File: src/rtl/id_run_stats.sv
// Groups consecutive identifier hits into runs, keeps hit/run statistics and
// reports each finished run through a one-entry valid/ready buffer.
// Build option: define ID_RUN_STATS_SAT_EN to make hit_cnt/run_len saturate instead of wrap.
module id_run_stats #(
    parameter int CNT_W = 16,
    parameter int LEN_W = 8
) (
    input  logic             clk,
    input  logic             rst_n,
    input  logic [7:0]       char,
    input  logic             char_valid,
    input  logic             id_hit,
    input  logic             clr,
    output logic [CNT_W-1:0] hit_cnt,
    output logic [LEN_W-1:0] run_len,
    output logic [LEN_W-1:0] max_run,
    output logic             evt_valid,
    output logic [LEN_W-1:0] evt_len,
    output logic [7:0]       evt_last,
    input  logic             evt_ready,
    output logic             ovf
);

    // state | meaning
    // IDLE  | no run in progress, run_len = 0
    // RUN   | at least one hit seen since the last miss
    typedef enum logic {IDLE, RUN} state_t;

    state_t state, state_nxt;
    logic             sampled, start, extend, run_end, accept, load;
    logic [7:0]       cap_char;
    logic [LEN_W-1:0] len_inc, len_nxt;
    logic [CNT_W-1:0] cnt_inc;

    assign sampled = char_valid & ~clr;

    always_ff @(posedge clk or negedge rst_n) begin
        if (!rst_n)   state <= IDLE;
        else if (clr) state <= IDLE;
        else          state <= state_nxt;
    end

    always_comb begin
        state_nxt = state;
        case (state)
            IDLE:    if (sampled && id_hit)  state_nxt = RUN;
            RUN:     if (sampled && !id_hit) state_nxt = IDLE;
            default: state_nxt = IDLE;
        endcase
    end

    always_comb begin
        start   = 1'b0;
        extend  = 1'b0;
        run_end = 1'b0;
        case (state)
            IDLE: start = sampled & id_hit;
            RUN: begin
                extend  = sampled & id_hit;
                run_end = sampled & ~id_hit;
            end
            default: ;
        endcase
    end

`ifdef ID_RUN_STATS_SAT_EN
    assign len_inc = (&run_len) ? run_len : run_len + LEN_W'(1);
    assign cnt_inc = (&hit_cnt) ? hit_cnt : hit_cnt + CNT_W'(1);
`else
    assign len_inc = run_len + LEN_W'(1);
    assign cnt_inc = hit_cnt + CNT_W'(1);
`endif

    assign len_nxt = start ? LEN_W'(1) : len_inc;
    assign accept  = evt_valid & evt_ready;
    // A finishing run may take the slot only if it is free or freed on this edge.
    assign load    = run_end & (~evt_valid | evt_ready);

    always_ff @(posedge clk or negedge rst_n) begin
        if (!rst_n) begin
            hit_cnt   <= '0;
            run_len   <= '0;
            max_run   <= '0;
            cap_char  <= '0;
            evt_valid <= 1'b0;
            evt_len   <= '0;
            evt_last  <= '0;
            ovf       <= 1'b0;
        end else if (clr) begin
            hit_cnt   <= '0;
            run_len   <= '0;
            max_run   <= '0;
            cap_char  <= '0;
            evt_valid <= 1'b0;
            evt_len   <= '0;
            evt_last  <= '0;
            ovf       <= 1'b0;
        end else begin
            if (sampled && id_hit) begin
                hit_cnt  <= cnt_inc;
                cap_char <= char;
            end
            if (start || extend) begin
                run_len <= len_nxt;
                if (len_nxt > max_run) max_run <= len_nxt;
            end else if (run_end) begin
                run_len <= '0;
            end
            if (load) begin
                evt_valid <= 1'b1;
                evt_len   <= run_len;
                evt_last  <= cap_char;
            end else if (run_end) begin
                ovf <= 1'b1;
            end else if (accept) begin
                evt_valid <= 1'b0;
            end
        end
    end

endmodule

File: config.mk
export PLATFORM = sky130hd
export DESIGN_NAME = id_run_stats
export DESIGN_NICKNAME = d
export VERILOG_FILES = /design/src/rtl/id_run_stats.sv
export SDC_FILE = /design/constraint.sdc
export NUM_CORES = 1
export LEC_CHECK = 0
export BUFFER_PORTS_ARGS = -buffer_cell sky130_fd_sc_hd__buf_4
export CAP_MARGIN = 20
export CORE_MARGIN = 1
export CORE_UTILIZATION = 55
export DETAILED_ROUTE_END_ITERATION = 6
export PLACE_DENSITY = 0.78
export SYNTH_ARGS = -nofsm -noshare
export SYNTH_HDL_FRONTEND = slang
export SYNTH_SLANG_ARGS = --single-unit
File: constraint.sdc
create_clock -name clk -period 3.2 [get_ports clk]
set_clock_uncertainty 0.05 [all_clocks]
set_input_delay 0 -clock clk [delete_from_list [all_inputs] [get_ports clk]]
set_output_delay 0 -clock clk [all_outputs]
set_load 0.01 [all_outputs]
### Yosys cells after proc, flatten, opt, wreduce, memory -nomap -nowiden

Index checks and enable logic that the tools add are counted.

* register bits after elaboration: 59
* input bits: 14
* output and inout bits: 50
* word-level logic and storage cells: 67

* add/subtract/negate cells: 2
* $lt $le $gt $ge: 1
* equality and inequality tests: 2
* mux-type cells: 29
* bitwise logic cells: 10
* reductions and logical operators: 14

Operator list (count)
* $mux 8: 13
* $mux 16: 2
* $add 16x1->16 const B: 1
* $mux 1: 13
* $reduce_bool 2->1: 5
* $add 8x1->8 const B: 1
* $gt 8x8->1: 1
* $reduce_and 2->1: 3
* $reduce_bool 3->1: 2
* $and 1x1->1: 5
* $not 1->1: 4
* $ne 3x2->1 const B: 1
* $logic_and 1x1->1: 2
* $ne 2x2->1 const B: 1
* $pmux 1 s2: 1
* $logic_not 1->1: 1
* $logic_or 1x1->1: 1
* $or 1x1->1: 1

### Logic depth before layout (Yosys ltp)

* word-level depth: 9
* mapped depth: 12
* gate-level depth less buffers: 12

### Worst setup path after synthesis

No wires, ideal clock.

* path type: flip-flop to flip-flop
* from: register run_len[0]
* to: register max_run[3]
* setup time: 0.125 ns
* arrival time: 2.739 ns
* data required time: 3.025 ns
* setup slack: 0.286 ns
* cell stages (with the launch flop): 13
* path buffers: 0
* clock period less this slack: 2.914 ns
* path through: dfrtp_1 -> ha_1 -> and3_1 -> nand3_1 -> xor2_1 -> or2_2 -> inv_1 -> ha_1 -> a41o_1 -> a21oi_2 -> nor4_4 -> a21oi_4 -> mux2_4

* longest elaborated chain between the ends: 5
* elaborated cells between the ends (all ways): 8
* those cells by class: 1 x add/sub; 1 x order compare; 4 x mux; 2 x reduce/logical

RTL lines
* from (decl): line 15 `output logic [LEN_W-1:0] run_len,`
* from (signal assigned): line 104 `run_len <= len_nxt;`
* $add 8x1->8 *: line 70 `assign len_inc = run_len + LEN_W'(1);`
* $mux 8 *: line 74 `assign len_nxt = start ? LEN_W'(1) : len_inc;`
* $gt 8x8->1 or $mux 8 (tied branches): line 105 `if (len_nxt > max_run) max_run <= len_nxt;`
* $reduce_bool 2->1 (no source line) or $mux 8 (tied branches)
* $reduce_and 2->1 (no source line) or $mux 8 (tied branches)
* to (signal assigned): line 105
* to (decl): line 16 `output logic [LEN_W-1:0] max_run,`

Mark *: on every way between the ends. The rest lies on a longest branch, timed or not. The select of a mux whose other input is x is not followed.
A chain may end at the register's enable or synchronous reset.

### Final worst setup path

* from: register run_len[1]
* to: register max_run[5]

Same word-level chain as after synthesis.

==> results.sh <==
export IMPL_place_hpwl_mm=4.21
export IMPL_fin_setup_tns_ns=0
export IMPL_coreArea_mm2=0.00551
export IMPL_mostFrequentLayoutCell="buf_4"
export IMPL_clock_path_buffers=2
export IMPL_synth_area_leaders="dfrtp_1, nand2_1, nand2b_1, ha_1, nor2_1"
export IMPL_cts_tree="yes"
export IMPL_p_clk_frac=0.435
export IMPL_synth_cell_types=47
export IMPL_crit_end="max_run[5]$_DFFE_PN0P_"
export IMPL_seq_area_frac_synth=0.471
export IMPL_h_tree_depth=3
export IMPL_die_area_mm2=0.00600
export IMPL_die_h_um=77.5
export IMPL_p_switching_mw=0.368
export IMPL_p_sw_frac=0.233
export IMPL_maxCapViolations=0
export IMPL_final_util=0.717
export IMPL_grt_pass1_vias=2344
export IMPL_grt_usage=0.239
export IMPL_run_status="complete, no violations"
export IMPL_ios=64
export IMPL_p_int_mw=1.21
export IMPL_yosysWarnings=0
export IMPL_first_iter_violations=77
export IMPL_relSlewSlack=0.519
export IMPL_placed_area_mm2=0.00362
export IMPL_crit_type="reg -> reg"
export IMPL_synth_edff_count=0
export IMPL_vias_per_cell=5.28
export IMPL_clk_pin_slew_ns=0.06
export IMPL_syn_to_final_growth_pct=26.0
export IMPL_r2r_slack_ns=0.21
export IMPL_routed_wl_mm=6.44
export IMPL_synthMuxAreaShare=0.0547
export IMPL_ys_flop_type="dfrtp_1"
export IMPL_fin_area_mm2=0.00395
export IMPL_synth_cells=314
export IMPL_synth_fa_ha_area_frac=0.0399
export IMPL_worst_setup_path_end_kind="flip-flop"
export IMPL_route_detailed_drc=0
export IMPL_worst_pin_slew_ns=0.721
export IMPL_synth_nets=338
export IMPL_fin_crit_ns=2.99
export IMPL_period_share=0.933
export IMPL_num_rows=27
export IMPL_setup_violations=0
export IMPL_gp_congestion=0.763
export IMPL_r2r_end="max_run[5]$_DFFE_PN0P_"
export IMPL_slew_violations=0
export IMPL_start_util=0.569
export IMPL_layout_common_cells="buf_4, dfrtp_1, nand2_1"
export IMPL_overflow=0
export IMPL_ir_drop_mv=0.294
export IMPL_leakagePower_nw=1.90
export IMPL_required_ns=3.37
export IMPL_fin_nets=410
export IMPL_arrival_ns=3.16
export IMPL_netlist_area_mm2=0.00313
export IMPL_hold_class="in -> reg"
export IMPL_synth_xor_area_frac=0.0419
export IMPL_diodes=0
export IMPL_finalHoldViolCount=0
export IMPL_grt_pass1_wl_mm=11.1
export IMPL_wl_per_cell_um=13.9
export IMPL_pre_cts_ws_ns=0.137
export IMPL_antenna_found_initial=0
export IMPL_portBuffers=63
export IMPL_synth_top_area_frac=0.471
export IMPL_p_per_area_mw_per_mm2=400
export IMPL_cts_buffers=9
export IMPL_startpoint_type="flip-flop"
export IMPL_ys_async_sr_fraction=1.00
export IMPL_postRouteAntennaNets=0
export IMPL_synth_compound_area_frac=0.0914
export IMPL_clock_sinks=59
export IMPL_fin_ws_ns=0.213
export IMPL_synth_top_family_by_area="simple AND/OR/NAND/NOR gates"
export IMPL_path_max_fanout=8
export IMPL_fmax_ghz=0.335
export IMPL_ctsResizeCount=0
export IMPL_insertion_delay_ns=0.34
export IMPL_crit_path_start="run_len[1]$_DFFE_PN0P_"
export IMPL_reg2reg_depth=13
export IMPL_cts_root_buf="clkbuf_8"
export IMPL_yosysTopAreaCell="dfrtp_1"
export IMPL_vias=2446
export IMPL_first_pass_iters=4
export IMPL_ys_ff_latch=59
export IMPL_p_seq_frac=0.485
export IMPL_avgSynthCellArea_um2=9.98
export IMPL_synthSimpleGateAreaFrac=0.256
export IMPL_timing_rr_start="run_len[1]$_DFFE_PN0P_"
export IMPL_power_frac_comb=0.080
export IMPL_fp_dieW_um=77.5
export IMPL_hold_ws_ns=0.0142
export IMPL_rsz0062_at_grt="no"
export IMPL_grt_max_degree=67
export IMPL_drive_above_1_share=0.274
==> cell type report <==
type / count / area [um2]
clock inverter: 4 / 48.8
tap: 72 / 90.1
inverter: 10 / 37.5
sequential: 59 / 1480
clock buffer: 12 / 155
timing repair buffer: 78 / 626
multi-input combinational: 228 / 1520
fill: 443 / 1560
==> worst min path at each step <==
stage	start	endpoint	slack, ns	cells past startpoint
final	id_hit	run_len[7]$_DFFE_PN0P_	0.01	3
after global routing	id_hit	run_len[5]$_DFFE_PN0P_	0.02	3
after CTS	id_hit	run_len[5]$_DFFE_PN0P_	0.003	3
after detailed placement	rst_n	hit_cnt[13]$_DFFE_PN0P_	0.06	1
after global placement	rst_n	hit_cnt[14]$_DFFE_PN0P_	0.07	1
after floorplan	rst_n	cap_char[0]$_DFFE_PN0P_	-0.35	0
==> critical path, stage by stage (launching register included) <==
cell     delay, ns
dfrtp_1       0.44
ha_1          0.25
and3_1        0.21
nand3_1       0.11
xor2_1        0.16
or2_2         0.29
inv_1         0.06
ha_1          0.25
a41o_1        0.23
a21oi_2       0.15
nor4_4        0.07
a21oi_4       0.16
buf_12        0.15
mux2_4        0.30
==> sequential cells by signal, indices dropped and copies added (netlist names) <==
register	count
evt_len	8
state	1
max_run	8
run_len	8
ovf	1
cap_char	8
evt_last	8
hit_cnt	16
evt_valid	1
==> logic make-up (layout without fill, tap and decap cells) <==
family,count (synthesis),after routing
AO/OA/AOI/OAI,48,48
XOR/XNOR,15,15
adder cells (fa/ha/maj),10,10
buffers and inverters,27,104
flip-flops,59,59
multiplexers,14,14
AND/OR/NAND/NOR,141,141
==> layer usage <==
metal  vias to the layer above  track usage  share of wire
met2                        57        0.388           0.47
met3                         7       0.0776          0.049
met5                         -            0              0
met4                         0       0.0736          0.013
li1                       1208            -              -
met1                      1174        0.303           0.46
==> what timing repair did <==
action	CTS	global route
hold buffers	11	0
hold endpoints to repair	70	0
setup endpoints to repair	0	6
buffers inserted	0	1
==> through the flow <==
step,power (mW),cells
after floorplan,0.850,314
after global placement,0.893,435
after detailed placement,0.895,435
after CTS,1.59,462
after global routing,1.65,463
final,1.58,463
==> power groups by stage <==
stage	Clock (mW)	Combinational, mW	Sequential, mW
6_report	0.687	0.127	0.766
5_1_grt	0.743	0.143	0.767
4_1_cts	0.697	0.126	0.766
3_5_place_dp	0	0.115	0.780
3_3_place_gp	0	0.114	0.780
2_1_floorplan	0	0.0695	0.780
==> synthesized netlist by cell type, types with 2 or more instances <==
master and number:
nand3_1 6, or3_1 3, a21oi_1 15, nor3_2 2, nand4_1 7, nor4_4 2
buf_6 2, dfrtp_1 59, clkbuf_1 5, a32oi_1 4, xnor2_1 6, and3_1 3
ha_1 10, o21ai_0 21, nand2b_1 23, buf_2 8, nor3_1 2, a22oi_1 2
nor2b_1 4, mux2_4 6, inv_1 10, xor2_1 9, nor4_2 2, nand2_1 43
nor2_1 32, mux2i_1 7
Power figures use the tool's default switching activity.
